`src/rtl/demux8_router.sv`:
```
// Registered 1:8 demultiplexer with one holding register per output channel.
// Optional transfer counter enabled by defining DEMUX8_CNT_EN; otherwise xfer_count_o is tied to zero.
module demux8_router #(
  parameter int WIDTH = 8
) (
  input  logic             clk_i,
  input  logic             rst_ni,
  input  logic [WIDTH-1:0] in_data_i,
  input  logic [2:0]       in_sel_i,
  input  logic             in_valid_i,
  output logic             in_ready_o,
  output logic [WIDTH-1:0] y_a_o,
  output logic [WIDTH-1:0] y_b_o,
  output logic [WIDTH-1:0] y_c_o,
  output logic [WIDTH-1:0] y_d_o,
  output logic [WIDTH-1:0] y_e_o,
  output logic [WIDTH-1:0] y_f_o,
  output logic [WIDTH-1:0] y_g_o,
  output logic [WIDTH-1:0] y_h_o,
  output logic [7:0]       out_valid_o,
  input  logic [7:0]       out_ready_i,
  output logic [15:0]      xfer_count_o
);

  logic             accept;
  logic [7:0]       valid_w;
  logic [WIDTH-1:0] y_w [8];

  // Ready looks only at the selected channel, so a stalled channel never blocks the others.
  assign in_ready_o = ~valid_w[in_sel_i] | out_ready_i[in_sel_i];
  assign accept     = in_valid_i & in_ready_o;

  generate
    for (genvar gi = 0; gi < 8; gi++) begin : g_chan
      logic             load;
      logic             valid_q, valid_d;
      logic [WIDTH-1:0] y_q, y_d;

      assign load = accept && (in_sel_i == 3'(gi));

      // A load wins over a same-cycle drain, giving drain-plus-reload with no bubble.
      always_comb begin
        valid_d = load | (valid_q & ~out_ready_i[gi]);
        y_d     = load ? in_data_i : y_q;
      end

      always_ff @(posedge clk_i or negedge rst_ni) begin
        if (!rst_ni) begin
          valid_q <= 1'b0;
          y_q     <= '0;
        end else begin
          valid_q <= valid_d;
          y_q     <= y_d;
        end
      end

      assign valid_w[gi] = valid_q;
      assign y_w[gi]     = y_q;
    end
  endgenerate

  assign out_valid_o = valid_w;
  assign y_a_o = y_w[0];
  assign y_b_o = y_w[1];
  assign y_c_o = y_w[2];
  assign y_d_o = y_w[3];
  assign y_e_o = y_w[4];
  assign y_f_o = y_w[5];
  assign y_g_o = y_w[6];
  assign y_h_o = y_w[7];

`ifdef DEMUX8_CNT_EN
  logic [15:0] cnt_q, cnt_d;

  // Wraps naturally at 16 bits.
  assign cnt_d = cnt_q + 16'(accept);

  always_ff @(posedge clk_i or negedge rst_ni) begin
    if (!rst_ni) cnt_q <= '0;
    else         cnt_q <= cnt_d;
  end

  assign xfer_count_o = cnt_q;
`else
  assign xfer_count_o = 16'h0000;
`endif

endmodule

```
`config.mk`:
```
export PLATFORM = sky130hd
export DESIGN_NAME = demux8_router
export DESIGN_NICKNAME = d
export VERILOG_FILES = /design/src/rtl/demux8_router.sv
export SDC_FILE = /design/constraint.sdc
export NUM_CORES = 1
export LEC_CHECK = 0
export ABC_AREA = 1
export BUFFER_PORTS_ARGS = -buffer_cell sky130_fd_sc_hd__buf_2
export CAP_MARGIN = 40
export CORE_ASPECT_RATIO = 0.8
export CORE_MARGIN = 2
export CORE_UTILIZATION = 52
export CTS_BUF_LIST = sky130_fd_sc_hd__clkbuf_4 sky130_fd_sc_hd__clkbuf_8
export CTS_CLUSTER_SIZE = 10
export DETAILED_ROUTE_END_ITERATION = 6
export PLACE_DENSITY = 0.89
export SKIP_LAST_GASP = 1
export SYNTH_ARGS = -nofsm -noshare
export SYNTH_HDL_FRONTEND = slang
export SYNTH_SLANG_ARGS = --single-unit
```
`constraint.sdc`:
```
create_clock -name clk_i -period 1.6 [get_ports clk_i]
set_input_delay 0.08 -clock clk_i [delete_from_list [all_inputs] [get_ports clk_i]]
set_output_delay 0.08 -clock clk_i [all_outputs]
set_load 0.02 [all_outputs]
```
==> flow_summary.yaml, run 1 <==
status:
  status: "finished, violations left"
  violations: "negative setup slack"
floorplan:
  die_x_um: 94.2
  dieArea_mm2: 0.00717
  core_region_area_mm2: 0.00634
  rows: 26
  ioPinCount: 111
  initial_core_util_pct: 53.3
  dieHeight_um: 76.1
power:
  p_switching_mw: 2.10
  power_frac_seq_pct: 42.1
  p_clk_share_pct: 27.8
  ir_drop_mv: 0.761
  p_leak_nw: 2.47
  finalPower_mw: 5.79
  p_int_mw: 3.69
  power.density_mw_per_mm2: 1280
  swShare_pct: 36.3
  pwr-share-comb_pct: 30.1
clocking:
  cts_tree: "built"
  clk_pin_slew_worst_paths_ns: 0.08
  cts-buffers-inserted: 9
  cts.path.max_buffers: 2
  insertion_delay_ns: 0.35
  clock-sinks: 72
  cts_max_level: 3
  cts_root_buffer: "clkbuf_8"
grt:
  grt-ovfl-total: 0
  antenna_found_initial: 0
  grt_pass1_vias: 3112
  grt_pass1_wl_um: 15900
  grt_start_max_net_pins: 73
  grt_usage_pct: 28.4
layout:
  post-route-util_pct: 71.1
  syn_to_final_growth_pct: 33.3
  final_layout_size_suffix_gt1_share_pct: 35.3
  layout_commonest_cell: "nand2_1"
  fin_nets: 527
  final_cell_mix: "nand2_1, buf_2, dfrtp_1"
  fin_area_mm2: 0.00451
  n_antenna_cell: 0
route:
  ant_nets: 0
  dr_total_vias: 3349
  dr.pass1.iters: 5
  post_drt_wl_per_cell_um: 18.0
  drtIter0Drc: 368
  drc_errors: 0
  wl_um: 10700
  viasPerCell: 5.64
timing:
  slew_headroom_pct: 64.6
  worstMarginPinSlew_ns: 0.531
  setup_ws_ns: -0.0304
  post-route-period-util_pct: 102
  post-route-min-period_ns: 1.63
  skew_ns: 0.00675
  finalSetupTns_ns: -0.143
  setup_viol: 13
  rsz0062_at_grt: "yes"
  finalHoldViolCount: 0
  fmax_mhz: 613
  drv_slew: 0
setup_path:
  worstPathRequired_ns: 1.89
  arrival_ns: 1.92
  cp_max_fo: 5
  crit_family: "simple AND/OR/NAND/NOR gates"
  cp_common_cell: "nand2_1"
  slowest_delay_ns: 0.41
  critPathBufInv: 2
  path_class: "reg -> reg"
  crit_path_end_kind: "register"
  slowest_stage: "dfrtp_1"
  cp_cell_sequence: "nand2_1 > nand2_1 > nand2_1 > nand2_2 > nand3_4 > nand2_8 > buf_6 > nor2_4 > clkbuf_16 > nand3_1 > nand2_1"
  critical_path.startpoint_type: "register"
placement:
  placed_area_mm2: 0.00389
  place_congestion: 0.910
  port_buffers: 94
  dp_hpwl_um: 6140
synth:
  syn-cell-area_mm2: 0.00338
  syn_avg_cell_area_um2: 8.88
  seq_area_frac_synth_pct: 53.3
  yosysWarnings: 0
  netlist_instances: 381
  ys_ff_latch: 72
  ys_types: 22
hold_path:
  holdCritPathClass: "in -> reg"
run:
  drv_cap: 0
[cells in the mapped netlist (all sizes together)]
cell type,number,area (µm²)
nor2,13,95.1
nand3,74,383
o21ai,7,35.0
clkbuf,8,30.0
conb,1,3.75
a21oi,1,5.00
inv,14,52.6
nand4,9,115
nand2,148,587
buf,34,275
dfrtp,72,1800
[registers in the layout, summed over array words and instances (netlist names)]
signal and flops:
g_chan.valid_q 8, y_a_o 8, y_b_o 8, y_c_o 8, y_d_o 8, y_e_o 8, y_f_o 8, y_g_o 8
y_h_o 8
[power groups by stage]
stage,Sequential [mW],Combinational [mW],Clock [mW]
2_1_floorplan,2.88,0.578,0
5_1_grt,2.47,1.87,1.70
6_report,2.44,1.74,1.61
3_3_place_gp,2.44,1.55,0
4_1_cts,2.43,1.63,1.61
3_5_place_dp,2.45,1.59,0
[worst register-to-register path, cell delays in order (launching register included)]
cell and delay, ns:
dfrtp_1 0.41, nand2_1 0.08, nand2_1 0.05, nand2_1 0.08, nand2_2 0.07, nand3_4 0.11, nand2_8 0.10, buf_6 0.13
nor2_4 0.21, clkbuf_16 0.19, nand3_1 0.06, nand2_1 0.07
[per-stage QoR]
step | setup slack, ns | hold WS, ns | std cells
6_report | -0.0304 | 0.0631 | 594
5_1_grt | -0.0891 | 0.0577 | 594
4_1_cts | -0.0106 | 0.0545 | 581
3_5_place_dp | -0.193 | 0.138 | 554
3_3_place_gp | -0.110 | 0.130 | 554
2_1_floorplan | 0.283 | -0.216 | 396
[path summary, 6_finish.rpt]
| check | from | end | slack, ns | depth (start not counted) |
|---|---|---|---|---|
| setup reg to reg | g_chan[3].valid_q$_DFF_PN0_ | y_b_o[0]$_DFFE_PN0P_ | -0.03 | 11 |
| hold reg to reg | y_c_o[0]$_DFFE_PN0P_ | y_c_o[0]$_DFFE_PN0P_ | 0.49 | 2 |
| min in group asynchronous | rst_ni | y_g_o[2]$_DFFE_PN0P_ | 0.28 | 3 |
| setup / recovery | g_chan[3].valid_q$_DFF_PN0_ | y_b_o[0]$_DFFE_PN0P_ | -0.03 | 11 |
| max in group asynchronous | rst_ni | y_h_o[4]$_DFFE_PN0P_ | 1.02 | 3 |
| hold / removal | in_data_i[7] | y_f_o[7]$_DFFE_PN0P_ | 0.06 | 3 |
[layout make-up]
class / instances / area [µm²]
Fill cell: 470 / 1830
Clock buffer: 10 / 138
Tap cell: 84 / 105
Sequential cell: 72 / 1800
Multi-Input combinational cell: 271 / 1420
Timing Repair Buffer: 137 / 913
Inverter: 14 / 52.6
Clock inverter: 6 / 82.6
[timing repair]
item / in CTS / in global routing
hold endpoints to repair: 80 / 0
resized for setup: 2 / 21
gates cloned: 2 / 2
hold buffers: 9 / 0
endpoints found under the setup margin: 64 / 67
pin swaps: 2 / 15
setup buffers: 0 / 11
[logic make-up (layout without fill, tap and decap cells)]
| logic type | after synthesis | in the layout | synth area share (%) |
|---|---|---|---|
| compound gates | 8 | 8 | 1.18 |
| buf+inv | 56 | 167 | 10.6 |
| flops | 72 | 72 | 53.3 |
| other cells | 1 | 16 | 0.111 |
| simple gates | 244 | 247 | 34.9 |
[metal layers]
metal	global-route usage [%]	vias up	part of all wire, %
met4	9.42	0	2.8
li1	-	1440	-
met2	41.7	266	46
met3	9.69	38	12
met1	39.8	1605	39
met5	0	-	0
Power figures use the tool's default switching activity.
==> run 2: changes to the inputs <==
--- a/config.mk
+++ b/config.mk
@@ -14,7 +14,7 @@
 export CTS_BUF_LIST = sky130_fd_sc_hd__clkbuf_4 sky130_fd_sc_hd__clkbuf_8
 export CTS_CLUSTER_SIZE = 10
 export DETAILED_ROUTE_END_ITERATION = 6
-export PLACE_DENSITY = 0.89
+export PLACE_DENSITY = 0.82
 export SKIP_LAST_GASP = 1
 export SYNTH_ARGS = -nofsm -noshare
 export SYNTH_HDL_FRONTEND = slang
==> run 2 against run 1 <==
Compared with the run above:
- the flow still finishes with violations (negative setup slack)
- largest power group unchanged
- clock skew up 0.0050 ns
- clock-buffer cell count unchanged
- non-clock buffer count down 4
- worst setup slack better by 0.0081 ns
- first-iteration DRC count down 38%
- sequential cell count unchanged
- cell area down 3.8%
- highest routed layer unchanged
- worst hold slack better by 0.0074 ns
- sequential share of layout area up 1.6 points
- global-route usage down 1.6 points
- utilization down 2.7 points
- critical endpoint is now in_ready_o
==> flow_summary.yaml, run 2 (synthesis gave the netlist of run 1 again) <==
status:
  status: "finished, violations left"
  violations: "negative setup slack"
placement:
  dp_cells: 553
  placed_area_mm2: 0.00388
  port_buffers: 94
  place_ws_ns: -0.158
  place_congestion: 0.829
  dp_hpwl_um: 5920
route:
  post_drt_wl_per_cell_um: 16.1
  dr_total_vias: 3171
  dr.pass1.iters: 5
  ant_nets: 0
  drtIter0Drc: 227
  drc_errors: 0
  wl_um: 9520
  viasPerCell: 5.37
setup_path:
  slowest_stage: "dlygate4sd3_1"
  arrival_ns: 1.54
  cp_max_fo: 5
  critPathBufInv: 4
  critical_path.startpoint_type: "primary input"
  crit_family: "buffers and inverters"
  cp_common_cell: "buf_2"
  cp_cell_sequence: "dlygate4sd3_1 > buf_2 > a21oi_1 > nand3_4 > nand2_8 > inv_1 > buf_2"
  path_class: "in -> out"
  slowest_delay_ns: 0.55
  crit_path_end_kind: "output port"
  worstPathRequired_ns: 1.52
  rrSetupSlack_ns: 0.02
layout:
  n_antenna_cell: 0
  fin_cells: 590
  fin_area_mm2: 0.00434
  syn_to_final_growth_pct: 28.3
  final_cell_mix: "nand2_1, buf_2, nand3_1"
  post-route-util_pct: 68.4
  final_layout_size_suffix_gt1_share_pct: 33.0
  fin_nets: 523
  layout_commonest_cell: "nand2_1"
timing:
  post-route-min-period_ns: 1.62
  skew_ns: 0.0117
  drv_slew: 0
  finalHoldViolCount: 0
  hold_ws_ns: 0.0705
  setup_ws_ns: -0.0223
  setup_viol: 1
  fmax_mhz: 616
  post-route-period-util_pct: 101
  rsz0062_at_grt: "yes"
hold_path:
  holdCritPathClass: "in -> reg"
clocking:
  clock-sinks: 72
  cts_max_level: 3
  cts_tree: "built"
  cts.path.max_buffers: 2
  insertion_delay_ns: 0.36
  clk_pin_slew_worst_paths_ns: 0.07
  cts_root_buffer: "clkbuf_8"
  cts-buffers-inserted: 9
power:
  p_leak_nw: 2.48
  ir_drop_mv: 0.652
  power.density_mw_per_mm2: 1290
floorplan:
  core_region_area_mm2: 0.00634
  dieArea_mm2: 0.00717
  dieHeight_um: 76.1
  rows: 26
  initial_core_util_pct: 53.3
  ioPinCount: 111
  die_x_um: 94.2
grt:
  grt-ovfl-total: 0
  grt_start_max_net_pins: 73
  grt_pass1_vias: 2945
  grt_usage_pct: 26.8
  antenna_found_initial: 0
  grt_pass1_wl_um: 14800
run:
  drv_cap: 0
==> run 2: cell count changes in the layout (fill, tap and decap cells not counted), moves of 2 or more <==
cell / before / now
buf_6: 4 / 0
clkinv_2: 3 / 1
nand3_1: 65 / 73
nand3_2: 8 / 0
nand4_2: 1 / 6
nand4_4: 7 / 2
==> run 2: timing repair <==
| item | CTS | global route |
|---|---|---|
| hold endpoints to repair | 80 | 0 |
| cloned | 2 | 1 |
| setup endpoints to repair | 64 | 61 |
| gates resized for setup | 1 | 4 |
| pin swaps | 3 | 4 |
| hold buffers | 9 | 0 |
| setup buffers | 1 | 8 |
==> run 2: per-stage QoR <==
stage	setup TNS, ns	power (mW)
CTS	0	5.54
floorplan	0	3.46
detailed placement	-7.64	4.02
global placement	-4.46	3.98
global route	-0.846	5.87
finish	-0.0223	5.58
==> run 2: power by group <==
group          switching [mW]  total, mW  internal, mW
sequential              0.218       2.41          2.20
clock                   0.727       1.49         0.767
combinational            1.11       1.67         0.559
total                    2.06       5.58          3.52
==> run 2: path summary, 6_finish.rpt <==
kind                                        startpoint                           to  depth (start not counted)
max                                     out_ready_i[0]                   in_ready_o                          7
min                                       in_data_i[7]         y_c_o[7]$_DFFE_PN0P_                          3
max reg2reg                g_chan[1].valid_q$_DFF_PN0_         y_h_o[7]$_DFFE_PN0P_                          9
min reg2reg                       y_b_o[7]$_DFFE_PN0P_         y_b_o[7]$_DFFE_PN0P_                          2
max in group asynchronous                       rst_ni         y_f_o[7]$_DFFE_PN0P_                          3
min in group asynchronous                       rst_ni  g_chan[5].valid_q$_DFF_PN0_                          3
==> run 2: per-layer routing <==
metal	track usage (%)	vias to the layer above	wire length [µm]	part of all wire [%]
met5	0	-	0	0
met4	7.10	0	112	1.2
met3	8.01	13	1080	11
met2	39.6	184	4370	46
met1	38.7	1543	3960	42
li1	-	1431	-	-
==> run 2: area by class of cell <==
class | instances | area [µm²]
timing repair buffer | 133 | 836
fill | 511 | 2000
inverter | 14 | 52.6
clock inverter | 6 | 67.6
clock buffer | 10 | 138
sequential | 72 | 1800
tap | 84 | 105
multi-input combinational | 271 | 1340
==> run 2: worst reg2reg max path: cells and delay by family (launching register included) <==
kind	cells	cell delay, ns
simple gates	8	0.91
buf+inv	1	0.18
flops	1	0.39
